--- config.mk ---
export PLATFORM = sky130hd
export DESIGN_NAME = change_dispenser
export DESIGN_NICKNAME = d
export VERILOG_FILES = /design/src/rtl/change_dispenser.sv
export SDC_FILE = /design/constraint.sdc
export NUM_CORES = 1
export LEC_CHECK = 0
export ABC_AREA = 1
export BUFFER_PORTS_ARGS = -buffer_cell sky130_fd_sc_hd__buf_2
export CAP_MARGIN = 5
export CORE_ASPECT_RATIO = 0.7
export CORE_UTILIZATION = 50
export DETAILED_ROUTE_END_ITERATION = 8
export PLACE_DENSITY_LB_ADDON = 0.25
export SETUP_SLACK_MARGIN = 0.5
export SLEW_MARGIN = 15
export SYNTH_ARGS = -nofsm -noshare
export SYNTH_HDL_FRONTEND = slang
export SYNTH_SLANG_ARGS = --single-unit
--- constraint.sdc ---
create_clock -name clk -period 1.45 [get_ports clk]
set_input_delay 0 -clock clk [delete_from_list [all_inputs] [get_ports clk]]
set_output_delay 0 -clock clk [all_outputs]
set_load 0.01 [all_outputs]
--- src/rtl/change_dispenser.sv ---
`default_nettype none
// ============================================================================
// change_dispenser : greedy 5/2/1 coin payout controller driving a coin hopper
//                    over a four-phase handshake, with per-coin inventory.
// Revision: 1.0
// ============================================================================
module change_dispenser #(
  parameter int INV_W       = 6,
  parameter int INIT_5      = 10,
  parameter int INIT_2      = 10,
  parameter int INIT_1      = 10,
  parameter int ACK_TIMEOUT = 15
) (
  input  logic             clk,
  input  logic             reset_n,
  input  logic             start,
  input  logic [3:0]       change_amt,
  input  logic             refill,
  output logic [2:0]       eject,
  input  logic             eject_ack,
  output logic             busy,
  output logic             done,
  output logic [3:0]       shortfall,
  output logic             fault,
  output logic [INV_W-1:0] inv_5,
  output logic [INV_W-1:0] inv_2,
  output logic [INV_W-1:0] inv_1
);

  localparam int               TMO_W    = (ACK_TIMEOUT > 1) ? $clog2(ACK_TIMEOUT) : 1;
  localparam logic [TMO_W-1:0] TMO_LAST = TMO_W'(ACK_TIMEOUT - 1);
  localparam logic [INV_W-1:0] C_INIT_5 = INV_W'(INIT_5);
  localparam logic [INV_W-1:0] C_INIT_2 = INV_W'(INIT_2);
  localparam logic [INV_W-1:0] C_INIT_1 = INV_W'(INIT_1);
  localparam logic [2:0]       COIN_5   = 3'b100;
  localparam logic [2:0]       COIN_2   = 3'b010;
  localparam logic [2:0]       COIN_1   = 3'b001;

  typedef enum logic [2:0] {
    S_IDLE    = 3'd0,
    S_SELECT  = 3'd1,
    S_EJECT   = 3'd2,
    S_RELEASE = 3'd3,
    S_DONE    = 3'd4
  } state_t;

  state_t           state_q, state_d;
  logic [3:0]       rem_q, rem_d;
  logic [2:0]       sel_q, sel_d;
  logic [INV_W-1:0] inv5_q, inv5_d, inv2_q, inv2_d, inv1_q, inv1_d;
  logic             fault_q, fault_d;
  logic [3:0]       sf_q, sf_d;
  logic [TMO_W-1:0] tmo_q, tmo_d;
  logic [3:0]       coin_val;

  always_comb begin
    case (sel_q)
      COIN_5:  coin_val = 4'd5;
      COIN_2:  coin_val = 4'd2;
      default: coin_val = 4'd1;
    endcase
  end

  always_comb begin
    state_d = state_q;
    rem_d   = rem_q;
    sel_d   = sel_q;
    inv5_d  = inv5_q;
    inv2_d  = inv2_q;
    inv1_d  = inv1_q;
    fault_d = fault_q;
    sf_d    = sf_q;
    tmo_d   = tmo_q;

    case (state_q)
      S_IDLE: begin
        if (refill) begin
          inv5_d  = C_INIT_5;
          inv2_d  = C_INIT_2;
          inv1_d  = C_INIT_1;
          fault_d = 1'b0;
        end
        if (start) begin
          rem_d   = change_amt;
          sf_d    = 4'd0;
          state_d = S_SELECT;
        end
      end

      S_SELECT: begin
        tmo_d = '0;
        // Greedy without backtracking: a missing small coin just leaves a shortfall.
        if (fault_q || rem_q == 4'd0) begin
          state_d = S_DONE;
        end else if (rem_q >= 4'd5 && inv5_q != '0) begin
          sel_d   = COIN_5;
          state_d = S_EJECT;
        end else if (rem_q >= 4'd2 && inv2_q != '0) begin
          sel_d   = COIN_2;
          state_d = S_EJECT;
        end else if (inv1_q != '0) begin
          sel_d   = COIN_1;
          state_d = S_EJECT;
        end else begin
          state_d = S_DONE;
        end
      end

      S_EJECT: begin
        if (eject_ack) begin
          if (sel_q[2]) inv5_d = inv5_q - 1'b1;
          if (sel_q[1]) inv2_d = inv2_q - 1'b1;
          if (sel_q[0]) inv1_d = inv1_q - 1'b1;
          rem_d   = rem_q - coin_val;
          tmo_d   = '0;
          state_d = S_RELEASE;
        end else if (tmo_q == TMO_LAST) begin
          fault_d = 1'b1;
          state_d = S_DONE;
        end else begin
          tmo_d = tmo_q + 1'b1;
        end
      end

      S_RELEASE: begin
        if (!eject_ack) begin
          state_d = S_SELECT;
        end else if (tmo_q == TMO_LAST) begin
          fault_d = 1'b1;
          state_d = S_DONE;
        end else begin
          tmo_d = tmo_q + 1'b1;
        end
      end

      S_DONE: begin
        state_d = S_IDLE;
      end

      default: begin
        state_d = S_IDLE;
      end
    endcase

    // Latch the unpaid amount as DONE is entered so it is valid with the pulse.
    if (state_d == S_DONE && state_q != S_DONE) begin
      sf_d = rem_d;
    end
  end

  always_ff @(posedge clk or negedge reset_n) begin
    if (!reset_n) begin
      state_q <= S_IDLE;
      rem_q   <= 4'd0;
      sel_q   <= 3'b000;
      inv5_q  <= C_INIT_5;
      inv2_q  <= C_INIT_2;
      inv1_q  <= C_INIT_1;
      fault_q <= 1'b0;
      sf_q    <= 4'd0;
      tmo_q   <= '0;
    end else begin
      state_q <= state_d;
      rem_q   <= rem_d;
      sel_q   <= sel_d;
      inv5_q  <= inv5_d;
      inv2_q  <= inv2_d;
      inv1_q  <= inv1_d;
      fault_q <= fault_d;
      sf_q    <= sf_d;
      tmo_q   <= tmo_d;
    end
  end

  // Decoded from state so an async reset drops the coin request at once.
  assign eject     = (state_q == S_EJECT) ? sel_q : 3'b000;
  assign busy      = (state_q != S_IDLE);
  assign done      = (state_q == S_DONE);
  assign shortfall = sf_q;
  assign fault     = fault_q;
  assign inv_5     = inv5_q;
  assign inv_2     = inv2_q;
  assign inv_1     = inv1_q;

endmodule
`default_nettype wire

## Yosys cells after proc, flatten, opt, wreduce, memory -nomap -nowiden

Index checks and enable logic that the tools add are counted.
W data, S select, Z words.

- Register bits: 37
- Bits of input ports: 9
- Output and inout bits: 28
- Word-level logic and storage cells: 95

- Add/sub/neg operators: 5
- Order comparisons: 2
- Eq/ne operators: 16
- Muxes and demuxes: 39
- Bitwise operators: 1
- Reduce and logical (&&, ||, !) cells: 23

Operator list:

| cell | number |
|---|---|
| $mux W6 | 7 |
| $mux W3 | 12 |
| $pmux W6 S2 | 3 |
| $mux W4 | 8 |
| $reduce_bool A6 Y1 | 3 |
| $sub A6 B1 Y6 const B | 3 |
| $reduce_and A4 Y1 | 4 |
| $ne A2 B2 Y1 const B | 7 |
| $pmux W3 S4 | 1 |
| $pmux W4 S3 | 1 |
| $reduce_bool A3 Y1 | 4 |
| $eq A3 B2 Y1 const B | 3 |
| $eq A3 B3 Y1 const B | 3 |
| $pmux W4 S2 | 1 |
| $pmux W3 S2 | 1 |
| $reduce_bool A2 Y1 | 3 |
| $add A4 B1 Y4 const B | 1 |
| $eq A4 B4 Y1 const B | 1 |
| $ge A4 B2 Y1 const B | 1 |
| $ge A4 B3 Y1 const B | 1 |
| $logic_not A4 Y1 | 1 |
| $mux W1 | 4 |
| $reduce_and A2 Y1 | 2 |
| $sub A4 B4 Y4 | 1 |
| other kinds (8) | 10 |

## Depth between registers and ports, before layout

Gate-level depths: netlist of run 1.

- Word-level depth: 10
- Mapped depth: 13
- Depth with buffers taken out: 13

## Worst setup path before layout of run 1

Ideal clock, no wire load.

- Kind: flip-flop to flip-flop
- From: register sel_q[2]
- To: register sf_q[1], in the netlist shortfall[1]
- Arrival: 1488 ps
- Required time: 1332 ps
- Path slack: -156 ps
- Cell stages (with the launch flop): 10
- Path buffers: 0
- Path through: dfrtp_1 -> inv_1 -> nand3_1 -> ha_1 -> inv_1 -> fa_1 -> nand2_1 -> o211ai_2 -> nand2_1 -> nand2_1

- Word-level cells in the longest chain between the ends: 6
- Elaborated cells between the ends (all ways): 7

RTL lines:

| what | line | text |
|---|---|---|
| start, declared | 49 | `logic [2:0] sel_q, sel_d;` |
| start signal, assigned | 165 | `sel_q <= sel_d;` |
| $eq A3 B2 Y1 / $eq A3 B3 Y1 (equally long branches) | 57 | `case (sel_q)` |
| $pmux W3 S2 * | 57 |  |
| $sub A4 B4 Y4 * | 114 | `rem_d = rem_q - coin_val;` |
| $mux W4 * | 110 | `if (eject_ack) begin` |
| $pmux W4 S2 * | 75 | `case (state_q)` |
| via rem_d[1] | 48 | `logic [3:0] rem_q, rem_d;` |
| $mux W4 * | 146 | `if (state_d == S_DONE && state_q != S_DONE) begin` |
| end signal, assigned | 160 | `sf_q <= 4'd0;` |
| end signal, assigned | 170 | `sf_q <= sf_d;` |
| end, declared | 52 | `logic [3:0] sf_q, sf_d;` |

Mark *: on every way through the listed nets, which the timed path passes. The rest lies on a longest branch.
A chain may end at the register's enable or synchronous reset.

## Final worst setup path of run 1

- From: register sel_q[0]
- To: register sf_q[2], in the netlist shortfall[2]

Same word-level chain as after synthesis.

==> results of run 1 <==
## area by class of cell
cell class              count  area (um^2)  area share
flip-flops and latches     37          938       0.227
clock buffers               8         90.1      0.0218
multi-input cells         194         1780       0.429
repair buffers            118         1090       0.263
inverters                  36          176      0.0426
well taps                  55         68.8      0.0166
## per-stage QoR
| step | power [mW] | cells | hold WS, ns | util |
|---|---|---|---|---|
| 2_1_floorplan | 4.40 | 268 | -0.296 | - |
| 3_3_place_gp | 5.50 | 402 | -0.0182 | 0.687 |
| 3_5_place_dp | 5.64 | 402 | -0.0136 | 0.687 |
| 4_1_cts | 7.66 | 432 | 0.102 | 0.839 |
| 5_1_grt | 9.95 | 448 | 0.114 | 0.940 |
| 6_report | 9.67 | 448 | 0.112 | 0.940 |
## Yosys cell counts (2+ instances only)
cell / n / area (um^2)
nand2_1: 53 / 199
dfrtp_1: 31 / 776
inv_1: 29 / 109
nor2_1: 25 / 93.8
nand3_1: 19 / 95.1
ha_1: 11 / 138
a21oi_1: 9 / 45.0
o21ai_0: 9 / 45.0
nor3_1: 7 / 35.0
xor2_1: 7 / 61.3
dfstp_2: 6 / 158
o31ai_2: 6 / 75.1
a21oi_2: 5 / 43.8
nand2_4: 5 / 56.3
nand4_1: 5 / 31.3
inv_2: 4 / 15.0
o22ai_1: 4 / 25.0
nand2_2: 3 / 18.8
o211ai_2: 3 / 37.5
o31ai_1: 3 / 22.5
xnor2_1: 3 / 26.3
a31oi_1: 2 / 12.5
buf_6: 2 / 22.5
nand2_8: 2 / 40.0
nand3b_1: 2 / 15.0
nor2_2: 2 / 12.5
nor2_4: 2 / 22.5
## routing by layer
layer / vias to the layer above / wire [um] / GRT usage
met5: - / 0 / 0
met4: 0 / 895 / 0.157
met3: 90 / 1160 / 0.0543
met2: 248 / 5260 / 0.574
met1: 1368 / 3880 / 0.406
li1: 1139 / - / -
## placed cells by master (no fill, tap or decap), types with 4 or more instances in the layout
cell type / synthesis / layout
nand2_1: 53 / 30
buf_12: 0 / 4
nor2_1: 25 / 13
inv_1: 29 / 15
nand2_8: 2 / 7
nand2_2: 3 / 15
inv_2: 4 / 14
nand3_1: 19 / 7
o22ai_1: 4 / 4
o31ai_4: 0 / 5
clkbuf_8: 0 / 6
a21oi_2: 5 / 7
ha_1: 11 / 4
nand3_2: 0 / 7
buf_4: 0 / 43
ha_4: 0 / 4
dlygate4sd3_1: 0 / 5
dfstp_2: 6 / 6
nor2_4: 2 / 7
dfrtp_2: 0 / 4
a21oi_1: 9 / 4
nand3_4: 0 / 5
nand2_4: 5 / 13
nor2_2: 2 / 9
buf_2: 0 / 17
dfrtp_1: 31 / 27
nor3_2: 0 / 4
o21ai_1: 1 / 5
xor2_1: 7 / 7
buf_6: 2 / 49
nand4_1: 5 / 5
## power groups by stage
stage                     logic, mW  clock network [mW]  registers, mW
after CTS                      5.23               0.771           1.65
after global placement         3.85                   0           1.65
after detailed placement       3.97                   0           1.67
after floorplan                2.65                   0           1.75
after global routing           7.35               0.837           1.76
final                          7.12               0.792           1.76
## flip-flops by register name, summed over array words and instances (netlist names)
name	count
shortfall	4
state_q	3
inv_1	6
inv_5	6
sel_q	3
fault	1
tmo_q	4
inv_2	6
rem_q	4
## logic make-up (layout without fill, tap and decap cells)
family,count (synthesis),after routing,synth area share
flops,37,37,0.402
simple gates,126,128,0.275
buf+inv,39,162,0.0748
compound gates,44,44,0.143
fa+ha+maj,12,12,0.0678
xor+xnor,10,10,0.0377
## worst max path at each step
stage	to	slack (ns)	cells past startpoint
floorplan	shortfall[1]$_DFFE_PN0P_	-0.09	9
finish	shortfall[2]$_DFFE_PN0P_	-0.40	9
detailed placement	shortfall[3]$_DFFE_PN0P_	-0.18	11
global placement	shortfall[1]$_DFFE_PN0P_	-0.11	9
global route	shortfall[2]$_DFFE_PN0P_	-0.43	9
CTS	shortfall[1]$_DFFE_PN0P_	-0.15	9
## critical path: cells and delay by family, from the launching register on
family                     cells  cell delay, ns
AOI/OAI and AO/OA              1            0.22
xor gates and xnor gates       1            0.15
adders and majority gates      2            0.55
buffers and inverters          2            0.16
DFF                            1            0.42
and+or+nand+nor                3            0.27
## timing repair
item / in CTS / in global routing
endpoints found under the hold margin: 20 / 0
gates cloned: 2 / 0
setup endpoints to repair: 57 / 58
pin swaps: 20 / 28
hold buffers: 5 / 0
setup buffers: 15 / 16
gates resized for setup: 80 / 67
==> metrics.log, run 1 <==
[metrics] post-synthesis instance total: around 270
[metrics] number of rows in the core area: 20
[metrics] count of antenna diodes in the layout: 0
[metrics] class of the most critical setup path: reg2reg
[metrics] setup slack at placement: -0.184 ns
[metrics] flip-flop and latch count after synthesis: 37
[metrics] net count of the mapped netlist: approximately 290
[metrics] share of cells above drive strength 1: 0.646
[metrics] total power divided by cell area: around 2300 mW/mm^2
[metrics] worst-path maximum fanout: 4
[metrics] worst reg2reg startpoint: sel_q[0]$_DFFE_PN0P_
[metrics] Synth Area per Inst: ~8.7 um^2
[metrics] Setup Skew: around 0.0078 ns
[metrics] Max Cap Violations: 0
[metrics] run status: complete, but fails checks
[metrics] startpoint of the worst hold path: eject_ack
[metrics] violated checks: setup timing
[metrics] drt via density: 6.35
[metrics] Horiz. Die Dim: 83.5 um
[metrics] via count of the first global-routing pass: between 2000 and 2500
[metrics] endpoint of the lowest-slack register-to-register path: shortfall[2]$_DFFE_PN0P_
[metrics] post-route standard cell area excluding fillers: between 0.004 and 0.005 mm^2
[metrics] final-report hold violation count: 0
[metrics] combinational cell fraction of total power: 0.736
[metrics] global-route congestion overflow total: 0
[metrics] DPL Wire Length: between 4 and 5 mm
[metrics] gr usage total: 0.327
[metrics] worst reg2reg setup slack: -0.40 ns
[metrics] post-synthesis sequential area ratio: 0.402
[metrics] async set-or-reset flop fraction in the synthesized netlist: 1.00
[metrics] predominant post-synthesis flop cell: dfrtp_1
[metrics] number of distinct library cell variants in the gate-level netlist after synthesis: 36
[metrics] nets@finish: 413
[metrics] # IOs: 37
[metrics] Net Sw Frac: 0.499
[metrics] sink of the worst hold path: state_q[0]$_DFF_PN0_
[metrics] cell area after synthesis: between 0.002 and 0.0025 mm^2
[metrics] relative contribution of sequential cells to total power: 0.182
[metrics] critical path endpoint category: flop
[metrics] count of endpoints failing setup in the final report: 39
[metrics] number of buffers added by the clock tree synthesis step: 5
[metrics] cell at the root of the clock tree: clkbuf_8
[metrics] clock slew seen by the registers of the worst setup and hold paths: about 0.08 ns
[metrics] Synth warnings: 0
[metrics] worst skew pair latency: just over 0.3 ns
[metrics] clock tree from TritonCTS: yes
[metrics] share of power burned in the clock network: 0.082
[metrics] DRC marker count from the first detailed-route iteration: approximately 320
[metrics] Initial Util: 0.528
[metrics] area added between synthesis and finish: 78.1%
[metrics] IO Port Bufs: 36
[metrics] height of the die: just under 60 um
[metrics] P_leak: roughly 1.9 nW
[metrics] Initial DRT Pass Iterations: 5
[metrics] Max stage delay on crit path: 0.42 ns
[metrics] peak supply drop: 1660 uV
[metrics] worst path required time: roughly 1.7 ns
[metrics] post-detailed-route wirelength per cell: roughly 25 um
[metrics] slowest library cell on the worst path: dfrtp_1
[metrics] core box area: ~0.0044 mm^2
[metrics] classification of the worst-slack hold path: in2reg
[metrics] Total Die Area: 0.00493 mm^2
[metrics] Switch Pwr: 4.83 mW
[metrics] Critical path origin: sel_q[0]$_DFFE_PN0P_
[metrics] post-route DRC violation count: 0
[metrics] number of max-slew violations in the final report: 0
[metrics] cell area reported after detailed placement: 0.00302 mm^2
[metrics] fillers: 121
[metrics] unrepaired setup endpoints after global routing: yes
[metrics] initial antenna violation count: 0
[metrics] Critical Path AT: about 2.1 ns
[metrics] Post-synth EDFFs: 0
[metrics] number of H-tree branching levels: 2
[metrics] Routability Congestion: between 0.8 and 0.9
[metrics] post-layout min period: 1.85 ns
[metrics] actual slew at the worst max-slew pin: ~0.51 ns
[metrics] wire length of the first global-routing pass: 12.1 mm
[metrics] buffer levels on the longest clock path: 2
[metrics] design internal power: approximately 4.8 mW
[metrics] worst reg-to-reg path cell count: 9
[metrics] Routed Wire Length: 11.2 mm
[metrics] maximum number of pins on one net before global-route repair: 20
[metrics] TritonCTS Sinks: 37
[metrics] cells along the critical path: inv_2, nand3_2, ha_2, inv_2, fa_2, xnor2_2, o211ai_2, nand2_1, nand2_1
[metrics] setup ws final: -0.396 ns
[metrics] maximum frequency from static timing analysis: approximately 540 MHz
[metrics] critical path launch point type: flop
[metrics] Final TNS setup: -6.14 ns
[metrics] Slew Limit Headroom: 0.657
[metrics] Cells on Worst Hold Path: 4
[metrics] Tcrit/Tclk final: 1.27
[metrics] total via count in the routed design: about 2800
[metrics] number of nets still failing antenna checks after routing: 0
(Power assumes the default switching activity.)
==> inputs of run 2 (changes only) <==
Settings changed: ABC_AREA 1 to unset, SKIP_LAST_GASP set to 1.
==> run 2 against run 1 <==
  * The run now fails in 5_1_grt
  * Synthesized cell count shrank 7.1%
  * Area after synthesis shrank 2.0%
==> metrics.log, run 2 <==
[metrics] Post-synth EDFFs: 0 (unchanged)
[metrics] Fail Step: 5_1_grt
[metrics] Synth Area per Inst: 9.15 um^2 (was 8.67 um^2)
[metrics] Synth warnings: 0 (unchanged)
[metrics] # IOs: 37 (unchanged)
[metrics] worst ep type: register data pin
[metrics] number of buffers added by the clock tree synthesis step: 5 (unchanged)
[metrics] list of most frequent post-synthesis cells: nor2_1 (32), dfrtp_1 (31), inv_1 (19) (was nand2_1 (53), dfrtp_1 (31), inv_1 (29))
[metrics] DPL Wire Length: 4.54 mm (was 4.50 mm)
[metrics] maximum number of pins on one net before global-route repair: 22
[metrics] net count of the mapped netlist: 270 (was 289)
[metrics] Initial Util: 0.523 (was 0.528)
[metrics] flip-flop and latch count after synthesis: 37 (unchanged)
[metrics] run status: aborted with a tool error (was complete, but fails checks)
[metrics] buffer levels on the longest clock path: 2 (unchanged)
[metrics] initial antenna violation count: 0
[metrics] most area-consuming cells after synthesis: dfrtp_1 (34%), dfstp_2 (6.9%), ha_1 (6.0%), nor2_1 (5.3%), o21ai_0 (3.5%) (was dfrtp_1 (33%), nand2_1 (8.6%), dfstp_2 (6.8%), ha_1 (5.9%), inv_1 (4.7%))
[metrics] IO Port Bufs: 36 (unchanged)
[metrics] cell type with the highest aggregate area in the netlist: dfrtp_1 (unchanged)
[metrics] height of the die: 58.5 um (was 59.1 um)
[metrics] predominant post-synthesis flop cell: dfrtp_1 (unchanged)
[metrics] post-synthesis instance total: 249 (was 268)
[metrics] cell at the root of the clock tree: clkbuf_8 (unchanged)
[metrics] library cell with the highest instance count after synthesis: nor2_1 (was nand2_1)
[metrics] TritonCTS Sinks: 37 (unchanged)
[metrics] Routability Congestion: 0.806 (was 0.887)
[metrics] number of rows in the core area: 20 (unchanged)
[metrics] Horiz. Die Dim: 82.7 um (was 83.5 um)
[metrics] cell area after synthesis: 0.00228 mm^2 (was 0.00232 mm^2)
[metrics] First Error: [ERROR DPL-0033] detailed placement checks failed during check placement.
[metrics] critical endpoint after global-route timing repair: shortfall[2]$_DFFE_PN0P_/D
[metrics] post-synthesis sequential area ratio: 0.410 (was 0.402)
[metrics] async set-or-reset flop fraction in the synthesized netlist: 1.00 (unchanged)
[metrics] number of H-tree branching levels: 2 (unchanged)
[metrics] proportion of netlist area held by the largest area contributor: 0.341 (was 0.334)
[metrics] number of distinct library cell variants in the gate-level netlist after synthesis: 51 (was 36)
run 2: cell types whose count changed after synthesis, sizes merged, moves of 5 or more:
| cell | change |
|---|---|
| nand2 | -48 |
| o21ai | +6 |
| and2 | +11 |
| o31ai | -9 |
| a21oi | -5 |
| mux2 | +6 |
| nand3 | -5 |
| inv | -16 |
run 2: cell families after synthesis:
kind of cell             synth area share
AO/OA/AOI/OAI                       0.133
XOR/XNOR                           0.0423
adder cells (fa/ha/maj)            0.0780
buffers and inverters              0.0516
flip-flops                          0.410
multiplexers                       0.0341
AND/OR/NAND/NOR                     0.251
run 2: through the flow:
step / setup WS (ns) / cells / hold WS (ns) / cell area (um^2)
floorplan: -0.599 / 249 / -0.296 / 2450
global placement: -0.605 / 407 / -0.0596 / 3220
detailed placement: -0.663 / 407 / -0.0560 / 3220
CTS: -0.680 / 428 / -0.0399 / 3740
run 2: repair_timing:
| action | CTS |
|---|---|
| pin swaps | 19 |
| hold buffers | 1 |
| buffers inserted | 12 |
| resized for setup | 80 |
| endpoints found under the hold margin | 33 |
| endpoints found under the setup margin | 57 |
==> inputs of run 3 (changes only) <==
Settings changed: CORE_ASPECT_RATIO 0.7 to unset, CORE_UTILIZATION 50 to 35, PLACE_DENSITY_LB_ADDON 0.25 to 0.15, SETUP_SLACK_MARGIN 0.5 to unset.
Clock period 1.45 ns to 1.9 ns, I/O delays scaled along.
==> run 3 against run 2 <==
  * The flow now finishes, with violations (setup timing)
  * Area after synthesis unchanged
  * Synthesized cell count unchanged
==> metrics.log, run 3 <==
[metrics] Routability Congestion: 0.763 (was 0.806)
[metrics] unrepaired setup endpoints after global routing: yes
[metrics] via count of the first global-routing pass: roughly 1900
[metrics] Critical Path AT: 2.25 ns
[metrics] post-detailed-route wirelength per cell: around 14 um
[metrics] worst-path maximum fanout: 3
[metrics] count of endpoints failing setup in the final report: 4
[metrics] post-synthesis sequential area ratio: 0.410 (unchanged)
[metrics] net count of the mapped netlist: 270 (unchanged)
[metrics] TritonCTS Sinks: 37 (unchanged)
[metrics] Post-synth EDFFs: 0 (unchanged)
[metrics] clock tree from TritonCTS: yes
[metrics] post-layout min period: about 2.1 ns
[metrics] worst skew pair latency: 0.30 ns
[metrics] worst path required time: 2.08 ns
[metrics] gr usage total: 0.180
[metrics] Final TNS setup: -0.496 ns
[metrics] DPL Wire Length: 4.14 mm (was 4.54 mm)
[metrics] maximum frequency from static timing analysis: slightly below 500 MHz
[metrics] cells along the critical path: or3b_4, ha_1, nor2b_1, o21ai_1, and3_1, a211o_1, mux2_2
[metrics] Total Die Area: 0.00683 mm^2
[metrics] total area of multi-input combinational cells: 0.00132 mm^2
[metrics] critical path endpoint category: flop
[metrics] final-report hold violation count: 0
[metrics] wire length of the first global-routing pass: 9.17 mm
[metrics] proportion of netlist area held by the largest area contributor: 0.341 (unchanged)
[metrics] violated checks: setup timing
[metrics] number of distinct library cell variants in the gate-level netlist after synthesis: 51 (unchanged)
[metrics] grt met3 use: 0.0396
[metrics] smallest hold slack: about 0.049 ns
[metrics] number of rows in the core area: 29 (was 20)
[metrics] Max Cap Violations: 0
[metrics] IO Port Bufs: 36 (unchanged)
[metrics] Initial DRT Pass Iterations: 4
[metrics] Horiz. Die Dim: 82.7 um (unchanged)
[metrics] total power divided by cell area: 1530 mW/mm^2
[metrics] critical path launch point type: flop
[metrics] class of the most critical setup path: reg2reg
[metrics] commonest cells after routing, fill and taps aside: buf_4 (38), buf_2 (36), nor2_1 (32)
[metrics] busiest layer in global routing: met2
[metrics] async set-or-reset flop fraction in the synthesized netlist: 1.00 (unchanged)
[metrics] number of max-slew violations in the final report: 0
[metrics] Slew Limit Headroom: 0.428
[metrics] list of most frequent post-synthesis cells: nor2_1 (32), dfrtp_1 (31), inv_1 (19) (unchanged)
[metrics] total via count in the routed design: around 2000
[metrics] flip-flop and latch count after synthesis: 37 (unchanged)
[metrics] Tcrit/Tclk final: 1.09
[metrics] leading cell type in the layout, fill and taps excluded: buf_4
[metrics] post-synthesis instance total: 249 (unchanged)
[metrics] library cell with the highest instance count after synthesis: nor2_1 (unchanged)
[metrics] drt via density: approximately 5
[metrics] height of the die: 82.7 um (was 58.5 um)
[metrics] Synth warnings: 0 (unchanged)
[metrics] clock slew seen by the registers of the worst setup and hold paths: ~0.070 ns
[metrics] setup ws final: -0.168 ns
[metrics] # IOs: 37 (unchanged)
[metrics] buffer levels on the longest clock path: 2 (unchanged)
[metrics] peak supply drop: 723 uV
[metrics] post-route DRC violation count: 0
[metrics] global-route congestion overflow total: 0
[metrics] actual slew at the worst max-slew pin: around 0.86 ns
[metrics] Routed Wire Length: 5.55 mm
[metrics] Setup Skew: approximately 0.008 ns
[metrics] run status: complete, but fails checks (was aborted with a tool error)
[metrics] number of H-tree branching levels: 2 (unchanged)
[metrics] most area-consuming cells after synthesis: dfrtp_1 (34%), dfstp_2 (6.9%), ha_1 (6.0%), nor2_1 (5.3%), o21ai_0 (3.5%) (unchanged)
[metrics] P_leak: about 1.4 nW
[metrics] share of cells above drive strength 1: 0.368
[metrics] Synth Area per Inst: 9.15 um^2 (unchanged)
[metrics] maximum number of pins on one net before global-route repair: 38
[metrics] cell type with the highest aggregate area in the netlist: dfrtp_1 (unchanged)
[metrics] Max stage delay on crit path: around 0.41 ns
[metrics] fillers: 637
[metrics] initial antenna violation count: 0
[metrics] Initial Util: 0.361 (was 0.523)
[metrics] nets@finish: about 350
[metrics] slowest library cell on the worst path: or3b_4
[metrics] number of buffers added by the clock tree synthesis step: 5 (unchanged)
[metrics] area added between synthesis and finish: 32.5%
[metrics] core box area: 0.00631 mm^2
[metrics] number of nets still failing antenna checks after routing: 0
[metrics] global-route met2 utilization: 0.286
[metrics] DRC marker count from the first detailed-route iteration: 96
[metrics] combined flip-flop and latch cell area: roughly 930 um^2
[metrics] met1 capacity usage during global routing: 0.245
[metrics] count of antenna diodes in the layout: 0
[metrics] classification of the worst-slack hold path: in2reg
[metrics] cell area after synthesis: 0.00228 mm^2 (unchanged)
[metrics] predominant post-synthesis flop cell: dfrtp_1 (unchanged)
[metrics] cell at the root of the clock tree: clkbuf_8 (unchanged)
==> run 3: what timing repair did <==
item / 4_1_cts / 5_1_grt
setup buffers: 0 / 2
pin swaps: 3 / 3
endpoints found under the hold margin: 33 / 0
hold buffers: 3 / 0
gates resized for setup: 5 / 16
endpoints found under the setup margin: 5 / 8
==> run 3: cell type report <==
cell class / count / share of cell area
Multi-Input combinational cell: 185 / 0.437
Sequential cell: 37 / 0.310
Timing Repair Buffer: 77 / 0.164
Clock buffer: 7 / 0.0319
Tap cell: 77 / 0.0319
Inverter: 19 / 0.0236
Clock inverter: 1 / 0.00166
==> run 3: metal layers <==
layer / routed length, um / part of all wire / vias up
met5: 0 / 0 / -
met4: 64 / 0.012 / 0
met3: 159 / 0.029 / 5
met2: 2540 / 0.46 / 22
met1: 2780 / 0.50 / 966
li1: - / - / 1019
==> run 3: final timing paths <==
check,slack (ns),startpoint,depth (start not counted),endpoint
max,-0.17,sel_q[0]$_DFFE_PN0P_,7,shortfall[3]$_DFFE_PN0P_
min,0.05,change_amt[1],4,rem_q[1]$_DFF_PN0_
max reg2reg,-0.17,sel_q[0]$_DFFE_PN0P_,7,shortfall[3]$_DFFE_PN0P_
min reg2reg,0.53,shortfall[1]$_DFFE_PN0P_,2,shortfall[1]$_DFFE_PN0P_
max in group asynchronous,0.97,reset_n,2,state_q[0]$_DFF_PN0_
min in group asynchronous,0.35,reset_n,2,tmo_q[3]$_DFFE_PN0P_
==> run 3: power breakdown <==
part | internal (mW) | total [mW] | switching, mW
sequential | 1.08 | 1.32 | 0.237
combinational | 1.33 | 2.69 | 1.36
clock | 0.328 | 0.624 | 0.296
==> run 3: kinds of logic after synthesis <==
kind of cell | synth area share
AO/OA/AOI/OAI | 0.133
XOR/XNOR | 0.0423
adder cells (fa/ha/maj) | 0.0780
flip-flops | 0.410
AND/OR/NAND/NOR | 0.251
multiplexers | 0.0341
buffers and inverters | 0.0516
==> run 3: through the flow <==
step	util	setup slack [ns]	cells	total power, mW	cell area (um^2)
2_1_floorplan	-	-0.158	249	2.81	2290
3_3_place_gp	0.441	-0.175	390	3.79	2790
3_5_place_dp	0.441	-0.196	390	3.80	2790
4_1_cts	0.466	-0.173	401	4.50	2940
5_1_grt	0.478	-0.259	403	5.04	3020
6_report	0.478	-0.168	403	4.63	3020
==> run 3: critical path: cells and delay by family, from the launching register on <==
kind | cells | cell delay [ns]
AOI/OAI and AO/OA | 2 | 0.33
adders and majority gates | 1 | 0.27
DFF | 1 | 0.39
muxes | 1 | 0.26
and+or+nand+nor | 3 | 0.71
